**src/rtl/uart_rx_frame.sv**
```systemverilog
// UART receiver with configurable data width, parity and stop bits.
// Reports parity, framing and break errors with each received word.
module uart_rx_frame #(
    parameter int CLK_PER_BIT   = 104,
    parameter int COUNTER_WIDTH = 7,
    parameter int DATA_BITS     = 8,
    parameter int PARITY        = 0,
    parameter int STOP_BITS     = 1
) (
    input  logic                 clk,
    input  logic                 reset,
    input  logic                 uart_rx,
    output logic [DATA_BITS-1:0] rx_data,
    output logic                 rx_valid,
    output logic                 parity_err,
    output logic                 frame_err,
    output logic                 break_det,
    output logic                 rx_busy
);

    localparam logic [2:0] StIdle     = 3'd0;
    localparam logic [2:0] StStart    = 3'd1;
    localparam logic [2:0] StData     = 3'd2;
    localparam logic [2:0] StPar      = 3'd3;
    localparam logic [2:0] StStop     = 3'd4;
    localparam logic [2:0] StWaitHigh = 3'd5;

    localparam logic [COUNTER_WIDTH-1:0] HalfM1 = COUNTER_WIDTH'(CLK_PER_BIT / 2 - 1);
    localparam logic [COUNTER_WIDTH-1:0] FullM1 = COUNTER_WIDTH'(CLK_PER_BIT - 1);
    localparam logic [3:0] LastData = 4'(DATA_BITS - 1);
    localparam logic [3:0] LastStop = 4'(STOP_BITS - 1);
    localparam logic       OddPar   = (PARITY == 1);

    logic                     s1;
    logic                     rx_s;
    logic [2:0]               state;
    logic [COUNTER_WIDTH-1:0] cnt;
    logic [DATA_BITS-1:0]     shreg;
    logic [3:0]               idx;
    logic                     par_bad;
    logic                     stop_bad;
    // Parity and stop samples seen so far were all low (break candidate)
    logic                     ctl_low;

    logic tick_half;
    logic tick_full;
    logic fe_next;
    logic bd_next;

    always_comb begin
        tick_half = (cnt == HalfM1);
        tick_full = (cnt == FullM1);
        fe_next   = stop_bad | ~rx_s;
        bd_next   = (shreg == '0) & ctl_low & ~rx_s;
    end

    assign rx_busy = (state != StIdle);

    always_ff @(posedge clk or posedge reset) begin
        if (reset) begin
            s1         <= 1'b1;
            rx_s       <= 1'b1;
            state      <= StIdle;
            cnt        <= '0;
            shreg      <= '0;
            idx        <= '0;
            par_bad    <= 1'b0;
            stop_bad   <= 1'b0;
            ctl_low    <= 1'b0;
            rx_data    <= '0;
            rx_valid   <= 1'b0;
            parity_err <= 1'b0;
            frame_err  <= 1'b0;
            break_det  <= 1'b0;
        end else begin
            s1       <= uart_rx;
            rx_s     <= s1;
            rx_valid <= 1'b0;
            case (state)
                StIdle: begin
                    cnt <= '0;
                    if (!rx_s) state <= StStart;
                end
                StStart: begin
                    if (tick_half) begin
                        cnt <= '0;
                        if (rx_s) begin
                            state <= StIdle;
                        end else begin
                            state    <= StData;
                            idx      <= '0;
                            par_bad  <= 1'b0;
                            stop_bad <= 1'b0;
                            ctl_low  <= 1'b1;
                        end
                    end else begin
                        cnt <= cnt + 1'b1;
                    end
                end
                StData: begin
                    if (tick_full) begin
                        cnt   <= '0;
                        shreg <= {rx_s, shreg[DATA_BITS-1:1]};
                        if (idx == LastData) begin
                            idx   <= '0;
                            state <= (PARITY != 0) ? StPar : StStop;
                        end else begin
                            idx <= idx + 1'b1;
                        end
                    end else begin
                        cnt <= cnt + 1'b1;
                    end
                end
                StPar: begin
                    if (tick_full) begin
                        cnt     <= '0;
                        par_bad <= ((^shreg) ^ rx_s) != OddPar;
                        ctl_low <= ctl_low & ~rx_s;
                        state   <= StStop;
                    end else begin
                        cnt <= cnt + 1'b1;
                    end
                end
                StStop: begin
                    if (tick_full) begin
                        cnt <= '0;
                        if (idx == LastStop) begin
                            idx        <= '0;
                            rx_data    <= shreg;
                            rx_valid   <= 1'b1;
                            parity_err <= (PARITY != 0) & par_bad;
                            frame_err  <= fe_next;
                            break_det  <= bd_next;
                            state      <= fe_next ? StWaitHigh : StIdle;
                        end else begin
                            idx      <= idx + 1'b1;
                            stop_bad <= fe_next;
                            ctl_low  <= ctl_low & ~rx_s;
                        end
                    end else begin
                        cnt <= cnt + 1'b1;
                    end
                end
                StWaitHigh: begin
                    cnt <= '0;
                    if (rx_s) state <= StIdle;
                end
                default: begin
                    cnt   <= '0;
                    state <= StIdle;
                end
            endcase
        end
    end

endmodule

```
**config.mk**
```make
export PLATFORM = sky130hd
export DESIGN_NAME = uart_rx_frame
export DESIGN_NICKNAME = d
export VERILOG_FILES = /design/src/rtl/uart_rx_frame.sv
export SDC_FILE = /design/constraint.sdc
export NUM_CORES = 1
export LEC_CHECK = 0
export ABC_AREA = 1
export BUFFER_PORTS_ARGS = -buffer_cell sky130_fd_sc_hd__buf_2
export CAP_MARGIN = 5
export CORE_MARGIN = 2
export CORE_UTILIZATION = 59
export CTS_CLUSTER_DIAMETER = 50
export CTS_CLUSTER_SIZE = 10
export DETAILED_ROUTE_END_ITERATION = 10
export GPL_TIMING_DRIVEN = 0
export PLACE_DENSITY = 0.79
export SYNTH_ARGS = -nofsm -noshare
export SYNTH_HDL_FRONTEND = slang
export SYNTH_SLANG_ARGS = --single-unit
```
**constraint.sdc**
```tcl
create_clock -name clk -period 1.5 [get_ports clk]
set_input_delay 0.3 -clock clk [delete_from_list [all_inputs] [get_ports clk]]
set_output_delay 0.3 -clock clk [all_outputs]
set_load 0.02 [all_outputs]
```
### Word-level counts from Yosys, hierarchy flattened

Index checks and enable logic that the tools add are counted.

| storage, ports and cells | value |
|---|---|
| register bits after elaboration | 37 |
| output and inout port bits | 13 |
| logic and storage cells | 86 |

| cells by class | value |
|---|---|
| add/subtract/negate cells | 2 |
| equal/unequal tests | 18 |
| muxes and demuxes | 35 |
| bitwise logic cells | 5 |
| reduce and logical (&&, ||, !) cells | 14 |

Operators by type and width:

| kind | count |
|---|---|
| $mux 3 | 9 |
| $mux 4 | 6 |
| $ne 2x2->1 const B | 10 |
| $pmux 3 s6 | 1 |
| $mux 7 | 2 |
| $pmux 7 s2 | 1 |
| $mux 1 | 12 |
| $pmux 4 s3 | 1 |
| $reduce_and 5->1 | 2 |
| $reduce_bool 3->1 | 3 |
| $logic_not 8->1 | 1 |
| $reduce_and 8->1 | 1 |
| $add 7x1->7 const B | 1 |
| $eq 7x6->1 const B | 1 |
| $eq 7x7->1 const B | 1 |
| $eq 3x2->1 const B | 2 |
| $eq 3x3->1 const B | 2 |
| $reduce_and 6->1 | 1 |
| $add 4x1->4 const B | 1 |
| $eq 4x3->1 const B | 1 |
| $logic_not 4->1 | 1 |
| $and 1x1->1 | 3 |
| $eq 3x1->1 const B | 1 |
| $logic_not 3->1 | 1 |
| other kinds (9) | 9 |

### Logic depth before layout (Yosys ltp)

Gate-level depths: netlist of run 1.

| logic depth | value |
|---|---|
| depth after elaboration | 6 |
| mapped depth | 10 |
| gate-level depth less buffers | 10 |

### Worst setup path before layout of run 1

Ideal clock, no wire load.

| path | value |
|---|---|
| kind | register -> register |
| start | register cnt[0] |
| end | register shreg[1] |
| setup time | 0.076 ns |
| arrival time | 1.335 ns |
| path slack | 0.089 ns |
| stages on the path, launching flop included | 10 |
| clock period less this slack | 1.411 ns |
| cells stage by stage | dfrtp_1 > ha_1 > nand2_2 > clkinv_2 > nand3_4 > inv_1 > nand2_2 > buf_2 > nand2_1 > o21ai_1 |

| on the way | value |
|---|---|
| word-level cells in the longest chain between the ends | 2 |

RTL lines:

| element | RTL line | source |
|---|---|---|
| start: declaration | 37 | `logic [COUNTER_WIDTH-1:0] cnt;` |
| start signal: assignment | 97 | `cnt <= cnt + 1'b1;` |
| start signal: assignment | 111 | `cnt <= cnt + 1'b1;` |
| start signal: assignment | 121 | `cnt <= cnt + 1'b1;` |
| $eq 7x7->1 | 52 | `tick_full = (cnt == FullM1);` |
| $reduce_and 2->1 (no source line) | -- |  |
| end signal: assignment | 103 | `shreg <= {rx_s, shreg[DATA_BITS-1:1]};` |
| end: declaration | 38 | `logic [DATA_BITS-1:0] shreg;` |

Every way passes these cells.
A chain may end at the register's enable or synchronous reset.

### Worst setup path after layout of run 1

| path | value |
|---|---|
| start | register idx[0] |
| end | register rx_data[5] |

| on the way | value |
|---|---|
| word-level cells in the longest chain between the ends | 2 |

RTL lines:

| element | RTL line | source |
|---|---|---|
| start: declaration | 39 | `logic [3:0] idx;` |
| start signal: assignment | 108 | `idx <= idx + 1'b1;` |
| start signal: assignment | 136 | `idx <= idx + 1'b1;` |
| $logic_not 4->1 | 127 | `if (idx == LastStop) begin` |
| $reduce_and 3->1 (no source line) | -- |  |
| end signal: assignment | 129 | `rx_data <= shreg;` |
| end: declaration | 13 | `output logic [DATA_BITS-1:0] rx_data,` |

Every way passes these cells.

==> results by group, run 1 <==
Critical path
  – Worst R2R Setup Slack: 0.01 ns
  – Worst Path Arrival: 1.73 ns
  – CP max-delay cell: dfrtp_1
  – CP max FO: 6
  – CP startpoint kind: register
  – Cell family with most CP delay: flip-flops
  – Slowest stage delay, CP: 0.43 ns
  – Worst path cell trace: inv_1 > ha_2 > nand4_4 > nor2_4 > buf_6 > clkbuf_16 > a21oi_2
  – Critical Path End Type: register
  – CP bufs+invs: 3
  – Critical Path RT: 1.74 ns
  – Crit path kind: reg -> reg

Clocking
  – Hold_buf cts: 0
  – Clock buffer count from CTS: 5
  – Root Driver: clkbuf_4
  – Clock-pin slew of the registers on the worst-case setup and hold paths: 0.11 ns
  – Worst-Skew Late Latency: 0.35 ns
  – CTS tree: built
  – Sink Count: 37
  – CTS Buffer Depth: 2
  – Htree depth: 2

Route
  – Drt drc: 0
  – Vias: 1627
  – Antenna-violating nets left: 0
  – Total routed wirelength: 4.12 mm
  – Wirelength per Cell: 13.0 um
  – Vias per std cell: 5.15
  – Number of detailed-route iterations in the first pass: 4
  – Initial drt markers: 101

Yosys
  – Syn_nets: 241
  – Post-Synth Simple-Gate Area: 34.3%
  – Post-Synth XOR/XNOR Area: 1.32%
  – Syn Area/Cell: 8.44 um^2
  – Sequential fraction of the synthesis area: 46.8%
  – Synth Area in Compound Gates: 6.69%
  – Leading area contributor after synthesis: dfrtp_1
  – Share of synthesized area spent on multiplexers: 0%
  – Yosys reg bits: 37
  – Mapped cell area: 1980 um^2
  – Largest family of logic cells by synthesized area: simple AND/OR/NAND/NOR gates
  – Yosys warns: 0
  – Post-Synthesis Cells: 235
  – Netlist cell types: 38
  – Top cells by area, synth: dfrtp_1 44%, nand2_1 9.8%, inv_1 4.7%
  – Area fraction of the dominant cell type after synthesis: 44.2%
  – Synth Area in Adders: 1.89%

Global route
  – Grt ovf: 0
  – Vias in the first global route: 1359
  – First-pass GRT wire length: 5.98 mm
  – Largest net degree at the start of global routing: 24
  – Initial antenna violation count: 0
  – Total GRT Usage: 21.5%

Placement
  – Post-DP HPWL: 2.57 mm
  – PortBufs: 14
  – GP Congestion: 0.854
  – Cell Area, Placed: 2140 um^2
  – Cell total after placement: 296

Floorplanning
  – Initial Util: 60.4%
  – Core ar.: 3280 um^2
  – I/O pin cnt: 16
  – Row Count: 21
  – Die Y: 62.0 um
  – Die ar.: 3840 um^2
  – Die Span X: 62.0 um

STA
  – Post-route clock period utilization: 99.2%
  – RSZ-0062 raised after global routing: yes
  – Final number of max-transition violations: 0
  – Finish-stage setup viols: 0
  – Final Hold Vio Count: 0
  – Max_slew headroom: 56.3%
  – Worst-margin pin slew: 0.655 ns
  – Final worst path period need: 1.49 ns
  – Layout Skew: 0.00619 ns
  – Max Freq: 672 MHz

Layout
  – Sequential Area: 932 um^2
  – Layout cell share with drive strength beyond 1: 33.7%
  – Final non-filler cell total: 316
  – Nets: 275
  – Design Area, Final: 2430 um^2
  – Multi-input gate area: 955 um^2
  – Fill cells: 247
  – Area delta synth->final: 22.5%
  – Diodes inserted: 0

Outcome
  – Status: complete, no violations

Power
  – Max rail drop VDD: 0.000587 V
  – Leakage: 1.24 nW
  – Power Density: 736 nW/um^2

Flow run
  – Max Cap Viol: 0

Min path
  – Tightest Hold Check Type: in -> async
## registers in the layout, indices dropped and copies added (netlist names)
| signal | flops |
|---|---|
| rx_valid | 1 |
| frame_err | 1 |
| shreg | 8 |
| idx | 4 |
| rx_data | 8 |
| rx_s | 1 |
| stop_bad | 1 |
| ctl_low | 1 |
| cnt | 7 |
| s1 | 1 |
| state | 3 |
| break_det | 1 |
## timing repair
item,4_1_cts,5_1_grt
setup buffers,3,7
resized for setup,9,19
gates cloned,0,2
setup endpoints to repair,19,27
pin swaps,1,7
## per-layer routing
metal	wire length, um	track usage (%)	share of wire, %	up-vias
li1	-	-	-	811
met1	1830	28.5	45	766
met2	2030	33.8	49	40
met3	168	5.80	4.1	10
met4	86	8.21	2.1	0
met5	0	0	0	-
## stage by stage
| step | total power, mW | util (%) | setup TNS, ns | worst slack, ns | hold slack (ns) |
|---|---|---|---|---|---|
| after floorplan | 1.06 | - | 0 | 0.0887 | 0.304 |
| after global placement | 1.07 | 64.3 | -4.13 | -0.106 | 0.346 |
| after detailed placement | 1.08 | 65.1 | -0.783 | -0.0950 | 0.349 |
| after CTS | 1.81 | 69.1 | 0 | 0.00190 | 0.0316 |
| after global routing | 1.87 | 73.9 | -1.15 | -0.0904 | 0.0240 |
| final | 1.79 | 73.9 | 0 | 0.0114 | 0.0193 |
## area by class of cell
class | instances | share of cell area [%]
clock inverters | 1 | 1.24
inverters | 32 | 5.51
multi-input cells | 162 | 39.3
plain buffers | 4 | 2.22
repair buffers | 27 | 8.71
well taps | 46 | 2.37
flip-flops and latches | 37 | 38.4
clock buffers | 7 | 2.27
## layout by cell type, fill, tap and decap left out, types with 2 or more instances in the layout
master	synthesis	routed
a21oi_1	13	8
a21oi_2	0	5
buf_2	1	13
buf_4	1	12
buf_6	1	2
clkbuf_4	0	5
dfrtp_1	35	32
dfrtp_2	0	3
dfstp_2	2	2
ha_2	0	2
inv_1	25	24
inv_2	3	3
inv_4	1	2
nand2_1	52	50
nand2_2	10	11
nand2_4	4	5
nand3_1	16	16
nand3_2	4	3
nand3_4	1	2
nand4_1	2	2
nor2_1	22	21
nor2_2	3	2
nor2_4	3	5
nor3_1	3	3
nor3_2	2	2
nor4_1	2	2
o21ai_0	3	3
o21ai_1	9	9
xor2_1	2	2
## Yosys cell counts (all sizes together)
cell / number
nor3b: 1
nor3: 5
o21ai: 12
nand4: 3
xnor2: 1
nand2: 66
or2: 2
a21oi: 13
nand3: 21
xor2: 2
inv: 30
dfstp: 2
nor4: 2
clkinv: 2
dfrtp: 35
buf: 4
a21boi: 1
conb: 1
nor2: 28
ha: 3
and2: 1
## logic make-up after synthesis
| logic type | after synthesis |
|---|---|
| AO/OA/AOI/OAI | 26 |
| AND/OR/NAND/NOR | 129 |
| flip-flops | 37 |
| XOR/XNOR | 3 |
| other | 1 |
| adder cells (fa/ha/maj) | 3 |
| buffers and inverters | 36 |
## worst paths after layout
kind	start	end	depth (start not counted)
max in group asynchronous	reset	rx_s	3
max	idx[0]	rx_data[5]	7
min	reset	rx_valid	2
min in group clk	uart_rx	s1	1
min reg2reg	s1	rx_s	0
max reg2reg	idx[0]	rx_data[5]	7
## power breakdown
part | internal (mW) | switching, mW | leakage [nW]
clock network | 0.398 | 0.328 | 0.0455
logic | 0.0188 | 0.0376 | 0.708
registers | 1.00 | 0.00329 | 0.492
Power figures use the tool's default switching activity.
==> run 2, diff against run 1 <==
- CAP_MARGIN: 5 -> 20
- CORE_UTILIZATION: 59 -> 63
- PLACE_DENSITY: 0.79 -> 0.83
- clock period: 1.5 -> 1.75 ns (I/O delays scaled with it)
==> results by group, run 2 (synthesis results as in run 1) <==
Outcome
  – Status: complete, no violations

Power
  – Max rail drop VDD: 0.000506 V
  – Power Density: 634 nW/um^2
  – Power Total: 1.39 mW
  – Leakage: 1.15 nW

STA
  – Final worst path period need: 1.65 ns
  – Layout Skew: 0.0125 ns
  – RSZ-0062 raised after global routing: no
  – Max Freq: 605 MHz
  – Setup WS post-layout: 0.0978 ns
  – Post-route clock period utilization: 94.4%
  – Finish-stage setup viols: 0
  – Final number of max-transition violations: 0
  – Worst hold slack: 0.0733 ns
  – Max_slew headroom: 55.4%
  – Fin Setup TNS: 0 ns
  – Worst-margin pin slew: 0.668 ns
  – Final Hold Vio Count: 0

Layout
  – Nets: 263
  – Diodes inserted: 0
  – Commonest non-fill, non-tap cell in the layout: nand2_1
  – Area delta synth->final: 11.0%
  – Final core occ: 72.7%
  – Layout cell share with drive strength beyond 1: 25.2%
  – Fill cells: 242
  – Sequential Area: 928 um^2
  – Final non-filler cell total: 302
  – Multi-input gate area: 880 um^2
  – Most frequent cells in the layout: 52 x nand2_1, 35 x dfrtp_1, 25 x inv_1
  – Design Area, Final: 2200 um^2
  – Largest regs: rx_data: 8 flops, shreg: 8 flops, cnt: 7 flops

Clocking
  – # resized after CTS: 0
  – Setup Buffers After CTS: 0
  – Clock-pin slew of the registers on the worst-case setup and hold paths: 0.11 ns
  – CTS tree: built
  – Sink Count: 37
  – Worst-Skew Late Latency: 0.35 ns
  – Root Driver: clkbuf_4
  – Clock buffer count from CTS: 5
  – CTS Buffer Depth: 2
  – Hold_buf cts: 0
  – Htree depth: 2

Critical path
  – Critical Path End Type: output port
  – Critical Path RT: 1.40 ns
  – CP startpoint kind: register
  – Worst Path Arrival: 1.30 ns
  – Crit path kind: reg -> out
  – CP max FO: 6

Global route
  – Largest net degree at the start of global routing: 23
  – Grt ovf: 0
  – Vias in the first global route: 1395
  – Initial antenna violation count: 0
  – Total GRT Usage: 22.9%
  – First-pass GRT wire length: 6.04 mm

Placement
  – GP Congestion: 0.808
  – Post-DP HPWL: 2.72 mm
  – PortBufs: 14
  – Cell Area, Placed: 2140 um^2
  – Cell total after placement: 294
  – Pre-CTS setup slack: 0.150 ns

Floorplanning
  – Die Span X: 60.1 um
  – Row Count: 20
  – Core ar.: 3030 um^2
  – I/O pin cnt: 16
  – Initial Util: 65.5%
  – Die Y: 60.1 um
  – Die ar.: 3610 um^2

Route
  – Vias: 1532
  – Vias per std cell: 5.07
  – Initial drt markers: 69
  – Wirelength per Cell: 11.9 um
  – Drt drc: 0
  – Antenna-violating nets left: 0
  – Number of detailed-route iterations in the first pass: 4
  – Total routed wirelength: 3.58 mm

Min path
  – Tightest Hold Check Type: in -> async

Flow run
  – Max Cap Viol: 0
run 2: where the power goes:
part / internal [mW] / total (mW) / switching, mW
Combinational: 0.0165 / 0.0480 / 0.0315
Sequential: 0.859 / 0.861 / 0.00245
Clock: 0.196 / 0.486 / 0.290
run 2: worst paths after layout:
kind / from / to / slack (ns) / cells after the start
min in group clk: uart_rx / s1 / 0.08 / 1
max reg2reg: cnt[0] / shreg[1] / 0.13 / 9
min reg2reg: s1 / rx_s / 0.36 / 0
max: state[0] / rx_busy / 0.1 / 3
min: reset / rx_valid / 0.07 / 2
max in group asynchronous: reset / s1 / 1.06 / 3
run 2: cell type report:
| cell class | instances | area share (%) |
|---|---|---|
| plain buffers | 4 | 1.99 |
| clock buffers | 6 | 2.33 |
| clock inverters | 2 | 0.625 |
| inverters | 32 | 5.97 |
| multi-input cells | 162 | 40.0 |
| flip-flops and latches | 37 | 42.2 |
| well taps | 44 | 2.50 |
| repair buffers | 15 | 4.43 |
run 2: layer usage:
metal | vias up | share of wire [%] | track usage (%) | routed length, um
met5 | - | 0 | 0 | 0
li1 | 785 | - | - | -
met3 | 6 | 3.6 | 5.84 | 128
met1 | 714 | 47 | 29.7 | 1670
met2 | 27 | 48 | 36.6 | 1720
met4 | 0 | 1.7 | 8.57 | 60
run 2: worst max-delay path: stages (launching register included):
cell     delay (ns)
dfrtp_1        0.47
nor2_2         0.21
nand2_1        0.11
buf_2          0.17
